File: src/rtl/sdram_port_arbiter_pkg.sv
// Shared definitions for the SDRAM port arbiter: command opcodes, request
// owner codes, FSM states and the word-address field layout
// {bank[1:0], row[11:0], col[7:0]}.
package sdram_arb_pkg;

  typedef enum logic [1:0] {
    OP_READ    = 2'd0,
    OP_WRITE   = 2'd1,
    OP_REFRESH = 2'd2
  } cmd_op_t;

  typedef enum logic [2:0] {
    OWN_NONE = 3'd0,
    OWN_DISP = 3'd1,
    OWN_WR   = 3'd2,
    OWN_RD   = 3'd3,
    OWN_REF  = 3'd4
  } owner_t;

  typedef enum logic [1:0] {
    ST_IDLE  = 2'd0,
    ST_ISSUE = 2'd1,
    ST_WAIT  = 2'd2
  } state_t;

  localparam int unsigned COL_W    = 8;
  localparam int unsigned COL_LSB  = 0;
  localparam int unsigned ROW_W    = 12;
  localparam int unsigned ROW_LSB  = 8;
  localparam int unsigned BANK_W   = 2;
  localparam int unsigned BANK_LSB = 20;

endpackage

File: src/rtl/sdram_refresh_timer.sv
// Periodic refresh scheduler: free-running tick counter plus a saturating
// count of refresh ticks not yet serviced.
//   clk, rst     : clock, asynchronous active-high reset
//   dec          : a refresh was granted this cycle
//   pending_ref  : outstanding refresh ticks (0..MAX_PENDING_REF)
module sdram_refresh_timer #(
  parameter int unsigned REFRESH_CYCLES  = 750,
  parameter int unsigned MAX_PENDING_REF = 3,
  localparam int unsigned CNT_W  = (REFRESH_CYCLES > 1) ? $clog2(REFRESH_CYCLES) : 1,
  localparam int unsigned PEND_W = $clog2(MAX_PENDING_REF + 1)
) (
  input  logic              clk,
  input  logic              rst,
  input  logic              dec,
  output logic [PEND_W-1:0] pending_ref
);

  logic [CNT_W-1:0] cnt;
  logic             tick;

  assign tick = (cnt == CNT_W'(REFRESH_CYCLES - 1));

  always_ff @(posedge clk or posedge rst) begin
    if (rst) begin
      cnt         <= '0;
      pending_ref <= '0;
    end else begin
      cnt <= tick ? '0 : cnt + CNT_W'(1);
      // tick and grant in the same cycle cancel out
      if (tick && !dec) begin
        if (pending_ref != PEND_W'(MAX_PENDING_REF))
          pending_ref <= pending_ref + PEND_W'(1);
      end else if (dec && !tick) begin
        if (pending_ref != '0)
          pending_ref <= pending_ref - PEND_W'(1);
      end
    end
  end

endmodule

File: src/rtl/sdram_port_arbiter.sv
// Arbitrates the single SDRAM controller command port between display
// burst fetches, MCU writes, MCU reads and auto-refresh; steers returned
// read words to the requester that owns the outstanding command.
//   clk, RST            : clock, asynchronous active-high reset
//   disp_*              : display burst-read request / ack / read strobe
//   wr_*                : MCU single-word write request / ack
//   rd_*                : MCU single-word read request / ack / read strobe
//   cmd_*               : command handshake towards the controller
//   ctrl_rvalid/rdata   : read word returned by the controller
//   ctrl_done           : controller finished the current command
//   rdata               : controller read data passthrough
//   busy                : a command is being issued or is outstanding
module sdram_port_arbiter
  import sdram_arb_pkg::*;
#(
  parameter int unsigned ADDR_W          = 22,
  parameter int unsigned DATA_W          = 16,
  parameter int unsigned BURST_LEN       = 8,
  parameter int unsigned REFRESH_CYCLES  = 750,
  parameter int unsigned MAX_PENDING_REF = 3,
  parameter int unsigned DISP_STREAK     = 4
) (
  input  logic              clk,
  input  logic              RST,
  input  logic              disp_req,
  input  logic              disp_urgent,
  input  logic [ADDR_W-1:0] disp_addr,
  output logic              disp_ack,
  output logic              disp_rvalid,
  input  logic              wr_req,
  input  logic [ADDR_W-1:0] wr_addr,
  input  logic [DATA_W-1:0] wr_data,
  output logic              wr_ack,
  input  logic              rd_req,
  input  logic [ADDR_W-1:0] rd_addr,
  output logic              rd_ack,
  output logic              rd_rvalid,
  output logic              cmd_valid,
  input  logic              cmd_ready,
  output logic [1:0]        cmd_op,
  output logic [ADDR_W-1:0] cmd_addr,
  output logic [3:0]        cmd_len,
  output logic [DATA_W-1:0] cmd_wdata,
  input  logic              ctrl_rvalid,
  input  logic [DATA_W-1:0] ctrl_rdata,
  input  logic              ctrl_done,
  output logic [DATA_W-1:0] rdata,
  output logic              busy
);

  localparam int unsigned PEND_W   = $clog2(MAX_PENDING_REF + 1);
  localparam int unsigned STREAK_W = $clog2(DISP_STREAK + 1);

  state_t              state;
  owner_t              owner;
  owner_t              win;
  cmd_op_t             op_q;
  logic [STREAK_W-1:0] streak;
  logic [PEND_W-1:0]   pending_ref;
  logic                mcu_req;
  logic                ref_dec;

  assign mcu_req = wr_req | rd_req;

  sdram_refresh_timer #(
    .REFRESH_CYCLES (REFRESH_CYCLES),
    .MAX_PENDING_REF(MAX_PENDING_REF)
  ) u_refresh (
    .clk        (clk),
    .rst        (RST),
    .dec        (ref_dec),
    .pending_ref(pending_ref)
  );

  always_comb begin
    win = OWN_NONE;
    if (pending_ref == PEND_W'(MAX_PENDING_REF))
      win = OWN_REF;
    else if (disp_req && (streak < STREAK_W'(DISP_STREAK) || disp_urgent || !mcu_req))
      win = OWN_DISP;
    else if (pending_ref != '0 && !disp_req)
      win = OWN_REF;
    else if (wr_req)
      win = OWN_WR;
    else if (rd_req)
      win = OWN_RD;
  end

  assign ref_dec = (state == ST_IDLE) && (win == OWN_REF);

  always_ff @(posedge clk or posedge RST) begin
    if (RST) begin
      state     <= ST_IDLE;
      owner     <= OWN_NONE;
      cmd_valid <= 1'b0;
      op_q      <= OP_READ;
      cmd_addr  <= '0;
      cmd_len   <= '0;
      cmd_wdata <= '0;
      streak    <= '0;
    end else begin
      case (state)
        ST_IDLE: begin
          if (win != OWN_NONE) begin
            state     <= ST_ISSUE;
            owner     <= win;
            cmd_valid <= 1'b1;
            case (win)
              OWN_REF: begin
                op_q      <= OP_REFRESH;
                cmd_addr  <= '0;
                cmd_len   <= '0;
                cmd_wdata <= '0;
              end
              OWN_DISP: begin
                op_q      <= OP_READ;
                cmd_addr  <= disp_addr;
                cmd_len   <= 4'(BURST_LEN);
                cmd_wdata <= '0;
                // streak only counts grants that made an MCU requester wait
                if (!mcu_req)
                  streak <= '0;
                else if (streak != STREAK_W'(DISP_STREAK))
                  streak <= streak + STREAK_W'(1);
              end
              OWN_WR: begin
                op_q      <= OP_WRITE;
                cmd_addr  <= wr_addr;
                cmd_len   <= 4'd1;
                cmd_wdata <= wr_data;
                streak    <= '0;
              end
              OWN_RD: begin
                op_q      <= OP_READ;
                cmd_addr  <= rd_addr;
                cmd_len   <= 4'd1;
                cmd_wdata <= '0;
                streak    <= '0;
              end
              default: ;
            endcase
          end
        end
        ST_ISSUE: begin
          if (cmd_ready) begin
            state     <= ST_WAIT;
            cmd_valid <= 1'b0;
          end
        end
        ST_WAIT: begin
          if (ctrl_done) begin
            state <= ST_IDLE;
            owner <= OWN_NONE;
          end
        end
        default: state <= ST_IDLE;
      endcase
    end
  end

  assign cmd_op = op_q;

  // acks mark the accept cycle itself, so they follow cmd_ready directly
  assign disp_ack = cmd_valid && cmd_ready && (owner == OWN_DISP);
  assign wr_ack   = cmd_valid && cmd_ready && (owner == OWN_WR);
  assign rd_ack   = cmd_valid && cmd_ready && (owner == OWN_RD);

  assign disp_rvalid = (state == ST_WAIT) && ctrl_rvalid && (owner == OWN_DISP);
  assign rd_rvalid   = (state == ST_WAIT) && ctrl_rvalid && (owner == OWN_RD);

  assign rdata = ctrl_rdata;
  assign busy  = (state != ST_IDLE);

endmodule

File: config.mk
export PLATFORM = sky130hd
export DESIGN_NAME = sdram_port_arbiter
export DESIGN_NICKNAME = d
export VERILOG_FILES = /design/src/rtl/sdram_port_arbiter_pkg.sv /design/src/rtl/sdram_refresh_timer.sv /design/src/rtl/sdram_port_arbiter.sv
export SDC_FILE = /design/constraint.sdc
export NUM_CORES = 1
export LEC_CHECK = 0
export CAP_MARGIN = 40
export CORE_UTILIZATION = 35
export DETAILED_ROUTE_END_ITERATION = 10
export GPL_TIMING_DRIVEN = 0
export PLACE_DENSITY = 0.82
export SLEW_MARGIN = 0
export SYNTH_ARGS = -nofsm -noshare
export SYNTH_HDL_FRONTEND = slang
export SYNTH_SLANG_ARGS = --single-unit
File: constraint.sdc
create_clock -name clk -period 2.3 [get_ports clk]
set_input_delay 0.46 -clock clk [delete_from_list [all_inputs] [get_ports clk]]
set_output_delay 0.46 -clock clk [all_outputs]
set_load 0.01 [all_outputs]
* Word-level counts from Yosys, hierarchy flattened
Cells that the tools add are included.
** Operators by class
- Add/sub/neg operators :: 4
- Reduce and logical (&&, ||, !) cells :: 43
- Magnitude comparators :: 1
- Bitwise gates (word level) :: 1
- Mux-type cells :: 27
- Equal/unequal tests :: 18
** Operators with widths (count)
- $pmux 22 s4 :: 1
- $pmux 16 s2 :: 1
- $reduce_and 3->1 :: 8
- $mux 3 :: 7
- $mux 2 :: 9
- $reduce_bool 2->1 :: 8
- $eq 3x2->1 const B :: 4
- $logic_and 1x1->1 :: 12
- $pmux 2 s3 :: 2
- $pmux 3 s2 :: 2
- $pmux 4 s3 :: 1
- $add 10x1->10 const B :: 1
- $eq 10x10->1 const B :: 1
- $mux 10 :: 1
- $reduce_bool 3->1 :: 3
- $ne 2x2->1 const B :: 4
- $eq 3x1->1 const B :: 2
- $ne 3x3->1 const B :: 2
- $eq 2x2->1 const B :: 2
- $logic_not 1->1 :: 4
- $reduce_and 4->1 :: 1
- $reduce_bool 4->1 :: 1
- $reduce_or 2->1 :: 2
- $add 3x1->3 const B :: 1
- 12 further kinds :: 14
** Storage, ports and cells
- Input port bits :: 107
- Register bits :: 65
- Logic and storage cells :: 104
- Output and inout bits :: 67

* Logic depth before layout (Yosys ltp)
Gate-level depths: netlist of run 1.
- Depth after elaboration :: 12
- Depth in mapped cells :: 7
- Depth with buffers taken out :: 6

* Modules after synthesis
Synthesis of run 1 repeated with hierarchy kept, for this count alone.
** Second synthesis, totals
- Cells, all modules :: 332
- Area, all modules :: 3328.2 µm²
** By module, submodules not included
- sdram_port_arbiter :: area an instance 2718.9 µm², seq. area each 1276.2 µm², cells an instance 271, times used 1
- sdram_refresh_timer :: area an instance 609.3 µm², seq. area each 300.3 µm², cells an instance 61, times used 1

* Least setup slack after synthesis of run 1
OpenSTA, ideal clock, no wires.
- Path type :: input-to-reg
- Start :: input port wr_req
- End :: register cmd_addr[19]
- Path buffers :: 3
- Library setup time :: 0.121 ns
- Setup slack :: 0.577 ns
- Stages on the path :: 7
- Arrival :: 1.602 ns
- Cell sequence :: buf_4 -> or2_1 -> buf_4 -> o21ai_4 -> nor2_1 -> buf_2 -> a22o_1
** Between the ends
- Word-level cells in the longest chain between the ends :: 9
- Elaborated cells between the ends (all ways) :: 16
** Ends and longest elaborated chain
- start, declared :: line sdram_port_arbiter.sv:30 : input logic wr_req,
- $or 1x1->1 :: line sdram_port_arbiter.sv:63 : assign mcu_req = wr_req | rd_req;
- $logic_not 1->1
- $logic_or 1x1->1 :: line sdram_port_arbiter.sv:79 : else if (disp_req && (streak < STREAK_W'(DISP_STREAK) || disp_urgent || !mcu_req))
- $logic_and 1x1->1 :: line sdram_port_arbiter.sv:79
- $mux 3 (*) :: line sdram_port_arbiter.sv:79
- $mux 3 (*) :: line sdram_port_arbiter.sv:77 : if (pending_ref == PEND_W'(MAX_PENDING_REF))
- $eq 3x3->1, or another cell as far along :: line sdram_port_arbiter.sv:108 : case (win)
- $reduce_bool 4->1 (no line)
- $reduce_and 3->1 (no line)
- end signal, assigned :: line sdram_port_arbiter.sv:117 : cmd_addr <= disp_addr;
- end signal, assigned :: line sdram_port_arbiter.sv:128 : cmd_addr <= wr_addr;
- end signal, assigned :: line sdram_port_arbiter.sv:135 : cmd_addr <= rd_addr;
- end, declared :: line sdram_port_arbiter.sv:41 : output logic [ADDR_W-1:0] cmd_addr,
Every way passes the cells marked *; elsewhere a longest branch is shown, timed or not.
A chain may end at the register's enable or synchronous reset.

* Worst setup path after layout of run 1
- Start :: input port cmd_ready
- End :: output port disp_ack
** Between the ends
- Word-level cells in the longest chain between the ends :: 2
** Ends and longest elaborated chain
- start, declared :: line sdram_port_arbiter.sv:39 : input logic cmd_ready,
- $logic_and 1x1->1 (2 in series) :: line sdram_port_arbiter.sv:164 : assign disp_ack = cmd_valid && cmd_ready && (owner == OWN_DISP);
- end, declared :: line sdram_port_arbiter.sv:28 : output logic disp_ack,
Every way passes these cells.

==> qor.csv, run 1 <==
stage;metric;value;unit
detailed_routing;DRT iter0 DRCs;103;
synth;synthesized area;3420;um2
cts;TritonCTS buffer count;9;
sta;Tmin final;2.23;ns
sta;Peak Freq;448;MHz
job;max_cap viols;0;
floorplanning;Die X;101;um
setup_path;R2R Setup Slk;0.41;ns
cells_and_area;Antenna Diode Count;0;
cells_and_area;Final nets;608;
detailed_routing;vias per std cell;5.06;
setup_path;Crit path top cell by count;clkdlybuf4s50_1;
detailed_routing;antenna-violating nets left;0;
detailed_routing;Post-Route WL;9720;um
setup_path;ordered list of cells on the worst path;clkdlybuf4s50_1 -> nand3_1 -> nor2_1 -> clkdlybuf4s50_1;
placement;Port Buffer Count;153;
sta;Setup Skew;0.00465;ns
synth;Post-Syn Area per Cell;10.3;um2
synth;Yosys reg bits;63;
cells_and_area;Final Cell Area;5350;um2
setup_path;crit end category;output pin;
sta;slew margin rel.;50.9;%
cts;clock slew at reported path FFs;0.07;ns
min_path;Min-Delay Endpoint;cmd_addr[0]$_DFFE_PP0P_;
sta;final setup vio count;0;
placement;dpl hpwl;7470;um
floorplanning;Initial Util;36.6;%
cells_and_area;commonest non-fill, non-tap cells in the layout;clkdlybuf4s50_1, dfrtp_1, a22o_1, nand2_1;
detailed_routing;DRC;0;
min_path;hold path depth;2;
setup_path;Crit path largest cell delay;0.55;ns
cts;CTS Buffer Depth;2;
global_route;total global routing overflow;0;
setup_path;FF-to-FF path depth;6;
min_path;hold path startpoint;cmd_addr[0]$_DFFE_PP0P_;
sta;RSZ-0062 raised after global routing;false;
cells_and_area;Finished Core Util;57.3;%
sta;final worst path period share;97.0;%
floorplanning;CORE AREA;9330;um2
synth;Synth Flop Type;dfrtp_1;
min_path;Hold Path Class;reg -> reg;
synth;Post-synth EDFFs;0;
sta;actual slew at the worst max-slew pin;0.736;ns
synth;FFs w/ async S/R, synth;100;%
global_route;GRT Total Usage;19.6;%
floorplanning;Die Height;101;um
detailed_routing;TritonRoute pass-1 iters;4;
setup_path;critical path fanouts, max;3;
cts;Skew-Pair Late Insertion Delay;0.34;ns
cts;# hold bufs at CTS;0;
cts;H-Tree Depth;3;
setup_path;Reg2Reg Capture Point;cmd_addr[21]$_DFFE_PP0P_;
setup_path;Arrival @ worst endpoint;1.77;ns
floorplanning;IO Pins;174;
cells_and_area;layout cells sized above 1;11.8;%
setup_path;CP startpoint kind;input port;
status;status;complete, no violations;
global_route;first-pass GRT wire length;15400;um
sta;Hold Vio Cnt, Final;0;
global_route;initial antenna violation count;0;
cts;TritonCTS clock tree;yes;
detailed_routing;Routed wire per std cell;15.4;um
setup_path;reg2reg start;u_refresh.pending_ref[0]$_DFFE_PP0P_;
placement;Post-Place Cell Area;5130;um2
floorplanning;Die ar.;10200;um2
sta;Pins Over Slew Limit;0;
floorplanning;number of core rows;35;
setup_path;Critical Path RT;1.84;ns
setup_path;crit path launch;cmd_ready;
cts;CTS sink cnt;63;
cells_and_area;most common cell after layout, fill and taps aside;clkdlybuf4s50_1;
synth;yosys warns;0;
power;pwr dens;952;nW/um2
cts;CTS Root Cell;clkbuf_8;
placement;gp weighted congestion;0.883;
detailed_routing;DR vias;3191;
cells_and_area;Synth-to-Final Area Change;56.5;%
setup_path;critical path's slowest cell;clkdlybuf4s50_1;
power;leakage power figure;2.44;nW
synth;post-synthesis sequential area ratio;46.2;%
power;VDD IR max;0.434;mV
global_route;largest net degree at the start of global routing;35;
power;final total power;0.00509;W
synth;number of distinct library cells after synthesis;50;
synth;Syn Inst Count;331;
setup_path;kind of critical path;in -> out;
global_route;number of global-route vias before repair;3183;
state kept, by name (all words and copies together) (netlist names):
register               flops
u_refresh.pending_ref      2
cmd_op                     2
owner                      3
cmd_valid                  1
cmd_addr                  22
cmd_wdata                 16
u_refresh.cnt             10
streak                     3
cmd_len                    2
state                      2
synth_stat cells (2+ instances only):
library cell  count  share of area [%]
ha_1              4                1.5
nor3_1            3               0.44
mux2i_1          23                6.7
xnor2_1           4                1.0
clkbuf_1          5               0.55
nand2_1          35                3.8
dfrtp_1          63                 46
and3_1            2               0.37
o22ai_1           2               0.37
inv_1            13                1.4
nor2_1           16                1.8
a32o_1            3               0.88
buf_1             2               0.22
and2_1            2               0.37
buf_2            10                1.5
a21o_1            3               0.66
a22oi_1          23                5.1
xor2_1            2               0.51
nand2b_1          3               0.55
o211ai_1          2               0.44
buf_4            21                4.6
nand4_1           2               0.37
nor2_4            2               0.66
nand3_1           5               0.73
a31oi_1           2               0.37
a21oi_1           6               0.88
o21ai_0          11                1.6
nor2b_1           2               0.37
a22o_1           39                 10
cell families after synthesis:
family / after synthesis / synth area share (%)
buffers and inverters: 53 / 8.72
xor gates and xnor gates: 6 / 1.54
adders and majority gates: 4 / 1.47
muxes: 23 / 6.74
other: 1 / 0.110
AOI/OAI and AO/OA: 101 / 23.0
and+or+nand+nor: 80 / 12.3
DFF: 63 / 46.2
layer usage:
metal | global-route usage [%] | wire length [um] | part of all wire [%]
met2 | 35.2 | 5090 | 52
met1 | 22.4 | 3930 | 40
met3 | 5.69 | 557 | 5.7
met4 | 5.69 | 145 | 1.5
met5 | 0 | 0 | 0
where the power goes:
part	internal [W]	total, W	switching, W
registers	0.00151	0.00176	0.000254
logic	0.00129	0.00234	0.00105
clock network	0.000511	0.000981	0.000470
total	0.00332	0.00509	0.00177
what timing repair did:
action / in CTS / in global routing
setup buffers: 0 / 0
endpoints found under the setup margin: 3 / 4
pin swaps: 0 / 0
resized for setup: 2 / 4
through the flow:
stage | setup slack (ns) | hold WS (ns) | TNS (ns) | std cells
after floorplan | 0.270 | 0.451 | 0 | 332
after global placement | -0.818 | 0.466 | -53.18 | 614
after detailed placement | -0.118 | 0.469 | -1.99 | 615
after CTS | 0.0169 | 0.487 | 0 | 631
after global routing | 0.0123 | 0.501 | 0 | 631
final | 0.0693 | 0.483 | 0 | 631
critical path, delay by kind of cell:
kind / cells / cell delay (ns)
buffers and inverters: 2 / 1.06
and+or+nand+nor: 2 / 0.26
worst max-delay path by stage:
stage	slack, ns	endpoint
2_1_floorplan	0.27	cmd_addr[0]$_DFFE_PP0P_
3_3_place_gp	-0.82	u_refresh.cnt[0]$_DFF_PP0_
3_5_place_dp	-0.12	cmd_wdata[4]$_DFFE_PP0P_
4_1_cts	0.02	disp_rvalid
5_1_grt	0.01	disp_ack
6_report	0.07	disp_ack
layout make-up:
type                       count  area, um2
fill                         825       3980
timing repair buffer         154       1560
inverter                      14       53.8
clock inverter                 7       77.6
multi-input combinational    216       1550
tap                          129        161
buffer                        39        245
clock buffer                   9        124
sequential                    63       1580
No activity file was read; power rests on OpenSTA's default activity.
==> run 2: changes to the inputs <==
- SKIP_LAST_GASP: default -> 1
- clock period: 2.3 -> 2.6 ns (I/O delays scaled with it)
==> run 2 against run 1 <==
  * Global-route usage unchanged
  * Hold slack better by 0.00079 ns
  * First-iteration DRC count is 2.9% lower
  * Die area stayed put
  * Setup slack better by 0.14 ns
  * Register-to-register slack gained 0.30 ns
  * Highest routed layer unchanged
==> qor.csv, run 2 (synthesis results as in run 1) <==
stage;metric;value;unit;change
status;status;complete, no violations;;
global_route;total global routing overflow;0;;unchanged
cells_and_area;Synth-to-Final Area Change;56.2;%;
job;max_cap viols;0;;unchanged
power;total internal power;0.00293;W;-12%
floorplanning;Die Height;101;um;unchanged
sta;RSZ-0062 raised after global routing;false;;
detailed_routing;Post-Route WL;9700;um;-0.28%
global_route;first-pass GRT wire length;15400;um;unchanged
cts;CTS Root Cell;clkbuf_8;;
cells_and_area;Register Area;1580;um2;about the same
floorplanning;Die X;101;um;unchanged
sta;final setup vio count;0;;unchanged
floorplanning;CORE AREA;9330;um2;unchanged
cts;CTS Buffer Depth;2;;unchanged
sta;slew margin rel.;50.9;%;about the same
min_path;Hold Path Class;reg -> reg;;
global_route;initial antenna violation count;0;;unchanged
cts;TritonCTS clock tree;yes;;
floorplanning;IO Pins;174;;unchanged
power;Net Switching;0.00156;W;-12%
power;pwr dens;843;nW/um2;-11%
power;combinational fraction of design power;46.0;%;about the same
cts;TritonCTS buffer count;9;;unchanged
sta;Setup Skew;0.00450;ns;-0.000154 ns
sta;Peak Freq;418;MHz;
placement;Port Buffer Count;153;;unchanged
setup_path;CP startpoint kind;input port;;
cts;# hold bufs at CTS;0;;unchanged
floorplanning;Die ar.;10200;um2;unchanged
cells_and_area;Multi-input gate area;1550;um2;unchanged
placement;post-place setup slack;0.122;ns;+0.240 ns
cells_and_area;layout cells sized above 1;11.4;%;-0.40 points
detailed_routing;DR vias;3184;;-0.22%
cts;clock slew at reported path FFs;0.07;ns;about the same
cells_and_area;Layout fillers;827;;+0.24%
floorplanning;number of core rows;35;;unchanged
sta;final worst path period share;91.9;%;
cells_and_area;top flop regs;cmd_addr: 22 flops, cmd_wdata: 16 flops, u_refresh.cnt: 10 flops;;
power;VDD IR max;0.384;mV;-12%
sta;actual slew at the worst max-slew pin;0.736;ns;+0.000148 ns
setup_path;crit end category;output pin;;
cts;Skew-Pair Late Insertion Delay;0.34;ns;about the same
sta;Pins Over Slew Limit;0;;unchanged
cts;Post-CTS Resized;0;;-2
cts;Setup Buffers After CTS;0;;unchanged
global_route;number of global-route vias before repair;3183;;unchanged
cts;CTS sink cnt;63;;unchanged
setup_path;critical path fanouts, max;3;;unchanged
cells_and_area;most common cell after layout, fill and taps aside;clkdlybuf4s50_1;;
power;sequential share of power;34.7;%;about the same
setup_path;kind of critical path;in -> out;;
power;Clock power frac;19.3;%;about the same
detailed_routing;TritonRoute pass-1 iters;4;;unchanged
floorplanning;Initial Util;36.6;%;unchanged
power;leakage power figure;2.37;nW;-3.1%
power;Net Sw Frac;34.8;%;-0.088 points
cells_and_area;Antenna Diode Count;0;;unchanged
global_route;largest net degree at the start of global routing;35;;unchanged
sta;hold_ws;0.484;ns;+0.000790 ns
detailed_routing;DRT iter0 DRCs;100;;-2.9%
global_route;GRT Total Usage;19.6;%;unchanged
setup_path;Arrival @ worst endpoint;1.87;ns;+0.10 ns
cells_and_area;Final nets;608;;unchanged
detailed_routing;DRC;0;;unchanged
sta;fin worst setup slack;0.209;ns;+0.140 ns
cts;H-Tree Depth;3;;unchanged
setup_path;Critical Path RT;2.08;ns;+0.24 ns
detailed_routing;Routed wire per std cell;15.4;um;-0.28%
cells_and_area;largest register by flop count;cmd_addr;;
detailed_routing;antenna-violating nets left;0;;unchanged
detailed_routing;vias per std cell;5.05;;-0.22%
sta;Hold Vio Cnt, Final;0;;unchanged
placement;dpl hpwl;7470;um;unchanged
cells_and_area;commonest non-fill, non-tap cells in the layout;clkdlybuf4s50_1, dfrtp_1, a22o_1, nand2_1;;
sta;Tmin final;2.39;ns;
cells_and_area;Largest register FFs;22;;unchanged
placement;gp weighted congestion;0.883;;unchanged
## run 2: through the flow
stage	cells	instance area, um2	TNS, ns	power (W)	util [%]
floorplan	332	3420	0	0.00261	-
global placement	614	5110	-36.28	0.00359	54.8
detailed placement	615	5130	0	0.00366	55.0
CTS	631	5330	0	0.00456	57.2
global route	631	5330	0	0.00480	57.2
finish	631	5330	0	0.00449	57.2
## run 2: path summary, 6_finish.rpt
kind | slack, ns | depth (start not counted) | to | start
max reg2reg | 0.71 | 6 | cmd_addr[21]$_DFFE_PP0P_ | u_refresh.pending_ref[0]$_DFFE_PP0P_
max in group asynchronous | 1.35 | 3 | owner[2]$_DFFE_PP0P_ | RST
max | 0.21 | 4 | wr_ack | cmd_ready
min in group asynchronous | 0.63 | 2 | cmd_wdata[6]$_DFFE_PP0P_ | RST
min | 0.48 | 2 | cmd_addr[0]$_DFFE_PP0P_ | cmd_addr[0]$_DFFE_PP0P_
min reg2reg | 0.48 | 2 | cmd_addr[0]$_DFFE_PP0P_ | cmd_addr[0]$_DFFE_PP0P_
## run 2: worst max-delay path: stages
cell,delay (ns)
clkdlybuf4s50_1,0.51
nand3_1,0.13
nor3_1,0.14
clkdlybuf4s50_1,0.56
## run 2: final cells by class
class	instances	share of cell area [%]
tap	129	3.03
multi-input combinational	216	29.0
sequential	63	29.6
clock buffer	9	2.32
inverter	14	0.985
timing repair buffer	154	29.1
clock inverter	7	1.45
buffer	39	4.60
## run 2: power by group through the flow
stage | sequential, W | combinational (W) | clock (W)
6_report | 0.00156 | 0.00207 | 0.000866
5_1_grt | 0.00160 | 0.00225 | 0.000944
4_1_cts | 0.00156 | 0.00209 | 0.000905
3_5_place_dp | 0.00158 | 0.00208 | 0
3_3_place_gp | 0.00156 | 0.00204 | 0
2_1_floorplan | 0.00169 | 0.000923 | 0
## run 2: layer usage
layer	vias to the layer above	track usage (%)	routed length [um]
met5	-	0	0
met4	0	5.69	145
met3	15	5.69	563
met2	107	35.2	5080
met1	1540	22.4	3910
li1	1522	-	-
==> run 3: changes to the inputs <==
- CAP_MARGIN: 40 -> 10
- CORE_MARGIN: default -> 2
- CORE_UTILIZATION: 35 -> 43
- PLACE_DENSITY: 0.82 -> 0.95
==> run 3 against run 2 <==
  * Wire length is 8.3% higher
  * Clock skew is 0.0018 ns higher
  * Via count is 4.3% higher
  * Hold slack better by 0.0062 ns
  * Die area is 15% lower
  * Non-clock buffer count stayed put
  * Global-route usage is 4.5 points higher
==> qor.csv, run 3 (synthesis results as in run 1) <==
stage;metric;value;unit;change
cts;TritonCTS clock tree;yes;;
floorplanning;Initial Util;44.2;%;+7.6 points
global_route;initial antenna violation count;0;;unchanged
cells_and_area;Finished Core Util;68.2;%;+11 points
sta;RSZ-0062 raised after global routing;false;;
cells_and_area;Final nets;608;;unchanged
setup_path;kind of critical path;reg -> out;;
sta;hold_ws;0.490;ns;+0.00620 ns
placement;Port Buffer Count;153;;unchanged
cells_and_area;most common cell after layout, fill and taps aside;clkdlybuf4s50_1;;
sta;actual slew at the worst max-slew pin;0.596;ns;-0.140 ns
global_route;GRT Total Usage;24.1;%;+4.5 points
floorplanning;Die X;93.1;um;-7.6%
sta;Hold Vio Cnt, Final;0;;unchanged
detailed_routing;DRT iter0 DRCs;149;;+49%
detailed_routing;vias per std cell;5.50;;+9.0%
setup_path;Critical Path RT;2.08;ns;about the same
cells_and_area;top flop regs;cmd_addr: 22 flops, cmd_wdata: 16 flops, u_refresh.cnt: 10 flops;;
cells_and_area;layout cells sized above 1;11.2;%;-0.20 points
cts;CTS Buffer Depth;2;;unchanged
cts;Skew-Pair Late Insertion Delay;0.34;ns;about the same
floorplanning;Die Height;93.1;um;-7.6%
cts;CTS Root Cell;clkbuf_8;;
power;VDD IR max;0.340;mV;-12%
cts;clock slew at reported path FFs;0.07;ns;about the same
cts;# hold bufs at CTS;0;;unchanged
detailed_routing;Post-Route WL;10500;um;+8.3%
cts;CTS sink cnt;63;;unchanged
status;status;complete, no violations;;
placement;Inst Count DP;588;;-4.4%
setup_path;Arrival @ worst endpoint;1.89;ns;+0.02 ns
placement;gp weighted congestion;0.901;;+2.0%
sta;Pins Over Slew Limit;0;;unchanged
setup_path;crit end category;output pin;;
cells_and_area;Largest register FFs;22;;unchanged
power;leakage power figure;2.35;nW;-0.65%
sta;final setup vio count;0;;unchanged
cells_and_area;Antenna Diode Count;0;;unchanged
detailed_routing;antenna-violating nets left;0;;unchanged
cells_and_area;Post-Layout Cell Count;604;;-4.3%
sta;Setup Skew;0.00626;ns;+0.00176 ns
power;final total power;0.00444;W;-1.2%
cts;H-Tree Depth;3;;unchanged
power;pwr dens;842;nW/um2;about the same
setup_path;FF-to-FF path depth;5;;-1
sta;slew margin rel.;60.2;%;+9.3 points
detailed_routing;TritonRoute pass-1 iters;4;;unchanged
global_route;first-pass GRT wire length;16200;um;+5.5%
global_route;largest net degree at the start of global routing;39;;+11%
detailed_routing;Routed wire per std cell;17.4;um;+13%
cells_and_area;Synth-to-Final Area Change;54.4;%;
global_route;number of global-route vias before repair;3242;;+1.9%
cells_and_area;commonest non-fill, non-tap cells in the layout;clkdlybuf4s50_1, dfrtp_1, a22o_1, nand2_1;;
cts;Setup Buffers After CTS;0;;unchanged
detailed_routing;DR vias;3321;;+4.3%
floorplanning;Die ar.;8670;um2;-15%
floorplanning;CORE AREA;7730;um2;-17%
placement;dpl hpwl;8030;um;+7.5%
job;max_cap viols;0;;unchanged
global_route;total global routing overflow;0;;unchanged
sta;Peak Freq;415;MHz;-0.82%
min_path;hold path depth;2;;unchanged
detailed_routing;DRC;0;;unchanged
cells_and_area;largest register by flop count;cmd_addr;;
floorplanning;IO Pins;174;;unchanged
setup_path;CP startpoint kind;flip-flop;;
cts;Post-CTS Resized;0;;unchanged
cts;TritonCTS buffer count;9;;unchanged
floorplanning;number of core rows;32;;-8.6%
setup_path;critical path fanouts, max;8;;+5
min_path;Hold Path Class;reg -> reg;;
sta;final worst path period share;92.7;%;+0.76 points
sta;Tmin final;2.41;ns;+0.0197 ns
[run 3: through the flow]
step                area (um2)  setup TNS (ns)  setup slack, ns
floorplan                 3420               0            0.510
global placement          5080          -31.57           -0.503
detailed placement        5100               0            0.125
CTS                       5270               0            0.184
global route              5270               0           0.0722
finish                    5270               0            0.190
[run 3: final timing paths]
path	slack (ns)	start	endpoint
worst max-delay path	0.19	state[0]$_DFFE_PP0P_	busy
worst min-delay path	0.49	cmd_addr[0]$_DFFE_PP0P_	cmd_addr[0]$_DFFE_PP0P_
max in group asynchronous	1.44	RST	cmd_addr[20]$_DFFE_PP0P_
worst max register to register	0.66	state[0]$_DFFE_PP0P_	streak[0]$_DFFE_PP0P_
worst min register to register	0.49	cmd_addr[0]$_DFFE_PP0P_	cmd_addr[0]$_DFFE_PP0P_
min in group asynchronous	0.56	RST	cmd_addr[3]$_DFFE_PP0P_
[run 3: where the power goes]
group          internal (W)  switching (W)
Combinational       0.00115       0.000967
Sequential          0.00134       0.000243
Clock              0.000370       0.000379
Total               0.00285        0.00159
[run 3: per-layer routing]
layer / global-route usage (%) / share of wire [%] / routed length [um]
met5: 0 / 0 / 0
met1: 28.6 / 39 / 4050
met2: 42.8 / 52 / 5510
met3: 6.77 / 6.7 / 699
met4: 6.99 / 2.4 / 250
[run 3: area by class of cell]
type                            count  area [um2]
Clock inverter                      5        33.8
Fill cell                         573        2450
Sequential cell                    63        1580
Inverter                           14        52.6
Buffer                             39         245
Timing Repair Buffer              154        1550
Clock buffer                       11         141
Multi-Input combinational cell    216        1550
Tap cell                          102         128
[run 3: critical path, cell delays in order, from the launching register on]
cell and delay, ns:
dfrtp_1 0.48, nor2_4 0.23, clkinv_1 0.27, clkdlybuf4s50_1 0.56
